## src/rtl/comm_ctrl.sv

```systemverilog
`default_nettype none
// ============================================================================
// Module   : comm_ctrl
// Brief    : Sequences the Fibonacci/timer generators into the buffer wrapper,
//            throttles on full, drains on stop, reports the active source.
// Revision : 1.0 - initial release
// ============================================================================
module comm_ctrl #(
    parameter int DATA_W = 16
) (
    input  logic              clk,
    input  logic              rst,
    input  logic              start_f,
    input  logic              start_t,
    input  logic              stop_f_t,
    input  logic              f_valid,
    input  logic [DATA_W-1:0] f_out,
    input  logic              t_valid,
    input  logic [DATA_W-1:0] t_out,
    input  logic              buffer_full,
    input  logic              buffer_empty,
    input  logic              data_2_valid,
    output logic              f_en,
    output logic              t_en,
    output logic              data_1_en,
    output logic [DATA_W-1:0] data_1,
    output logic [1:0]        modules,
    output logic [15:0]       word_cnt,
    output logic [2:0]        state
);

    typedef enum logic [2:0] {
        S_IDLE      = 3'd0,
        S_COMM_F    = 3'd1,
        S_COMM_T    = 3'd2,
        S_BUF_EMPTY = 3'd3,
        S_WAIT_F    = 3'd4,
        S_WAIT_T    = 3'd5
    } state_t;

    state_t            r_state;
    state_t            w_next_state;
    logic              r_start_f_q;
    logic              r_start_t_q;
    logic              r_stop_q;
    logic              r_data_1_en;
    logic [DATA_W-1:0] r_data_1;
    logic [15:0]       r_word_cnt;

    logic              w_start_f_pls;
    logic              w_start_t_pls;
    logic              w_stop_pls;
    logic              w_f_wr;
    logic              w_t_wr;
    logic              w_session_start;

    assign w_start_f_pls = start_f  & ~r_start_f_q;
    assign w_start_t_pls = start_t  & ~r_start_t_q;
    assign w_stop_pls    = stop_f_t & ~r_stop_q;

    // Enables drop in the same cycle full rises so no word is produced into a full buffer
    assign f_en   = (r_state == S_COMM_F) & ~buffer_full;
    assign t_en   = (r_state == S_COMM_T) & ~buffer_full;
    assign w_f_wr = f_en & f_valid;
    assign w_t_wr = t_en & t_valid;

    assign w_session_start = (r_state == S_IDLE) & (w_start_f_pls | w_start_t_pls);

    always_comb begin
        w_next_state = r_state;
        case (r_state)
            S_IDLE: begin
                if (w_start_f_pls)      w_next_state = S_COMM_F;
                else if (w_start_t_pls) w_next_state = S_COMM_T;
            end
            S_COMM_F: begin
                if (w_stop_pls)       w_next_state = S_BUF_EMPTY;
                else if (buffer_full) w_next_state = S_WAIT_F;
            end
            S_COMM_T: begin
                if (w_stop_pls)       w_next_state = S_BUF_EMPTY;
                else if (buffer_full) w_next_state = S_WAIT_T;
            end
            S_WAIT_F: begin
                if (w_stop_pls)        w_next_state = S_BUF_EMPTY;
                else if (!buffer_full) w_next_state = S_COMM_F;
            end
            S_WAIT_T: begin
                if (w_stop_pls)        w_next_state = S_BUF_EMPTY;
                else if (!buffer_full) w_next_state = S_COMM_T;
            end
            S_BUF_EMPTY: begin
                if (buffer_empty && !data_2_valid) w_next_state = S_IDLE;
            end
            default: w_next_state = S_IDLE;
        endcase
    end

    always_comb begin
        modules = 2'b00;
        case (r_state)
            S_COMM_F, S_WAIT_F: modules = 2'b01;
            S_COMM_T, S_WAIT_T: modules = 2'b10;
            S_BUF_EMPTY:        modules = 2'b11;
            default:            modules = 2'b00;
        endcase
    end

    always_ff @(posedge clk or posedge rst) begin
        if (rst) begin
            r_state     <= S_IDLE;
            r_start_f_q <= 1'b0;
            r_start_t_q <= 1'b0;
            r_stop_q    <= 1'b0;
            r_data_1_en <= 1'b0;
            r_data_1    <= '0;
            r_word_cnt  <= 16'd0;
        end else begin
            r_state     <= w_next_state;
            r_start_f_q <= start_f;
            r_start_t_q <= start_t;
            r_stop_q    <= stop_f_t;
            r_data_1_en <= w_f_wr | w_t_wr;
            if (w_f_wr)      r_data_1 <= f_out;
            else if (w_t_wr) r_data_1 <= t_out;
            // Counter tracks strobes already issued, so it trails data_1_en by one edge
            if (w_session_start)  r_word_cnt <= 16'd0;
            else if (r_data_1_en) r_word_cnt <= r_word_cnt + 16'd1;
        end
    end

    assign data_1_en = r_data_1_en;
    assign data_1    = r_data_1;
    assign word_cnt  = r_word_cnt;
    assign state     = r_state;

endmodule
`default_nettype wire

```

## config.mk

```make
export PLATFORM = sky130hd
export DESIGN_NAME = comm_ctrl
export DESIGN_NICKNAME = d
export VERILOG_FILES = /design/src/rtl/comm_ctrl.sv
export SDC_FILE = /design/constraint.sdc
export NUM_CORES = 1
export LEC_CHECK = 0
export ABC_AREA = 1
export BUFFER_PORTS_ARGS = -buffer_cell sky130_fd_sc_hd__clkbuf_2
export CORE_MARGIN = 1
export CORE_UTILIZATION = 51
export CTS_BUF_LIST = sky130_fd_sc_hd__clkbuf_8
export DETAILED_ROUTE_END_ITERATION = 10
export PLACE_DENSITY_LB_ADDON = 0.05
export SETUP_SLACK_MARGIN = 0.05
export SYNTH_ARGS = -nofsm -noshare
export SYNTH_HDL_FRONTEND = slang
export SYNTH_SLANG_ARGS = --single-unit
```

## constraint.sdc

```tcl
create_clock -name clk -period 1.58 [get_ports clk]
set_input_delay 0.316 -clock clk [delete_from_list [all_inputs] [get_ports clk]]
set_output_delay 0.316 -clock clk [all_outputs]
set_load 0.01 [all_outputs]
```

==> flow_summary.toml <==
[route]
vias = 2089
drtIter0Drc = 119
via_per_inst = 4.76
drc = 0
firstDrtPassIters = 4
drt_wl_total_mm = 4.89
ant_nets = 0
wire_per_inst_um = 11.1

[timing]
fmax_ghz = 0.656
worstMarginPinSlew_ns = 0.480
fin_ws_ns = 0.0549
slew_headroom_pct = 68.0
final-max-slew-violation-count = 0
period_needed_ns = 1.53
clock_skew_ns = 0.00905
post-route-period-util_pct = 96.5
rsz0062_at_grt = "yes"
setup_viol = 0
hold_viol = 0

[critical_path]
slowest_stage = "dfrtp_2"
worstPathCellList = "nor2_4 -> nand2_2 -> o21ai_1 -> buf_2"
r2r_start = "state[0]"
worst_r2r_path_depth = 7
end_kind = "output port"
r2r_slack_ns = 0.12
cpPeakStageDelay_ns = 0.46
crit_required_ns = 1.26
cp_max_fo = 4
crit_type = "reg2out"
cp.arrival_ns = 1.21
cp-start-kind = "register"
reg2reg_to = "data_1[14]"

[synth]
synth_nets = 327
synth_area_um2 = 2200
synth_top_area_share_pct = 44.4
synthTopCellsByArea = "dfrtp_1, nand2_1, inv_1, nor2_1, o211ai_2"
synth_top_area_cell = "dfrtp_1"
yosysWarnings = 0
netlist_instances = 284
syn_area_per_cell_um2 = 7.74
yosys.cell_types.count = 28
ys_ff_latch = 39
synth_seq_area_share_pct = 44.4

[layout]
syn2layout_area_growth_pct = 35.5
drive_above_1_share_pct = 40.1
final_common_cell = "nand2_1"
num-nets-final = 431
mostFrequentLayoutCells = "nand2_1, clkbuf_2, inv_1"
num_antenna_cells = 0

[die]
start_util_pct = 54.2
num_rows = 23
ioPinCount = 82
fp.dieH_um = 67.7
dieWidth_um = 67.7
core_um2 = 4060
die_area_um2 = 4580

[clock_tree]
clk_pin_slew_worst_paths_ns = 0.08
h-tree-depth = 2
worstSkewPairLatency_ns = 0.30
cts_tree = "done"
cts_buffer_depth = 2
cts_made_buffers = 5
cts_root_buffer = "clkbuf_8"
cts_sinks = 39

[power_and_ir_drop]
leakage_uw = 0.00171
power_uw = 4190
power.switching_uw = 1660
power_frac_comb_pct = 45.9
ir_drop_mv = 0.785
intPower_uw = 2530
power_density_nw_per_um2 = 1410
clock_power_share_pct = 18.1
sw_frac_of_total_pct = 39.7
seqPwrFrac_pct = 36.0

[grt]
grt_max_degree = 40
groute.usage.overall_pct = 23.4
antenna_found_initial = 0
grt_pass1_vias = 1825
grt_pass1_wl_mm = 7.95
grt_overflow = 0

[placed_design]
place.gp.congestion = 0.849
place_worst_setup_slack_ns = 0.127
portBuffers = 81
hpwl_mm = 3.47

[run_status]
outcome = "finished clean"

[worst_hold_path]
hold_class = "in2async"

[run]
drv_cap = 0
metrics by stage:
step | std cells | instance area, um2 | hold WS (ns) | TNS (ns) | util (%)
finish | 439 | 2980 | 0.104 | 0 | 73.4
global placement | 413 | 2650 | 0.440 | 0 | 65.3
detailed placement | 413 | 2650 | 0.445 | 0 | 65.3
floorplan | 284 | 2200 | 0.347 | 0 | -
CTS | 433 | 2880 | 0.118 | -0.0225 | 70.9
global route | 439 | 2980 | 0.132 | 0 | 73.4
how the worst max path moves through the flow:
stage	from	to	slack (ns)
after floorplan	state[2]	data_1[15]	0.15
after global placement	state[2]	state[1]	0.16
after detailed placement	state[0]	data_1[13]	0.13
after CTS	state[2]	modules[0]	-0.02
after global routing	state[0]	f_en	0.001
final	state[1]	modules[0]	0.05
power by group through the flow:
stage	Clock (uW)	Combinational (uW)	Sequential, uW
after floorplan	0	950	1590
after global placement	0	1520	1500
after detailed placement	0	1550	1490
after CTS	776	1810	1500
after global routing	813	2150	1550
final	757	1920	1510
kinds of logic after synthesis:
family | count (synthesis) | synth area share [%]
compound gates | 33 | 11.6
xor+xnor | 2 | 0.797
fa+ha+maj | 1 | 0.569
buf+inv | 48 | 10.0
flops | 39 | 44.4
simple gates | 161 | 32.6
synthesized netlist by cell type, drive strengths merged:
library cell / count
nand4: 2
dfrtp: 39
nand3: 15
o211ai: 15
o21ai: 9
a21oi: 7
ha: 1
xnor2: 1
inv: 42
xor2: 1
buf: 6
nand2: 104
a31oi: 2
nor2b: 1
nor2: 39
timing repair:
| item | CTS | global route |
|---|---|---|
| endpoints found under the setup margin | 4 | 25 |
| hold buffers | 0 | 0 |
| endpoints found under the hold margin | 0 | 0 |
| pin swaps | 6 | 7 |
| gates resized for setup | 14 | 18 |
| buffers inserted | 12 | 6 |
registers in the layout (all words and copies together), names as in the netlist:
name,count
word_cnt,16
r_start_t_q,1
data_1,16
r_stop_q,1
data_1_en,1
state,3
r_start_f_q,1
final cells by class:
| cell class | count | area [um2] |
|---|---|---|
| repair buffers | 103 | 608 |
| multi-input cells | 197 | 1060 |
| well taps | 50 | 62.6 |
| clock inverters | 1 | 7.51 |
| fillers | 317 | 1080 |
| inverters | 42 | 168 |
| flip-flops and latches | 39 | 981 |
| clock buffers | 7 | 96.3 |
layer usage:
layer  global-route usage (%)  vias to the layer above  wire [um]
met5                        0                        -          0
met4                     7.98                        0         59
met3                     4.90                        5        267
met2                     39.9                       66       2350
met1                     29.0                      930       2210
li1                         -                     1088          -
critical path: cells and delay by family, from the launching register on:
kind | cells | cell delay (ns)
buffers and inverters | 1 | 0.15
AO/OA/AOI/OAI | 1 | 0.07
flip-flops | 1 | 0.46
AND/OR/NAND/NOR | 2 | 0.23
Note: power is estimated with default switching activity, not from simulation.
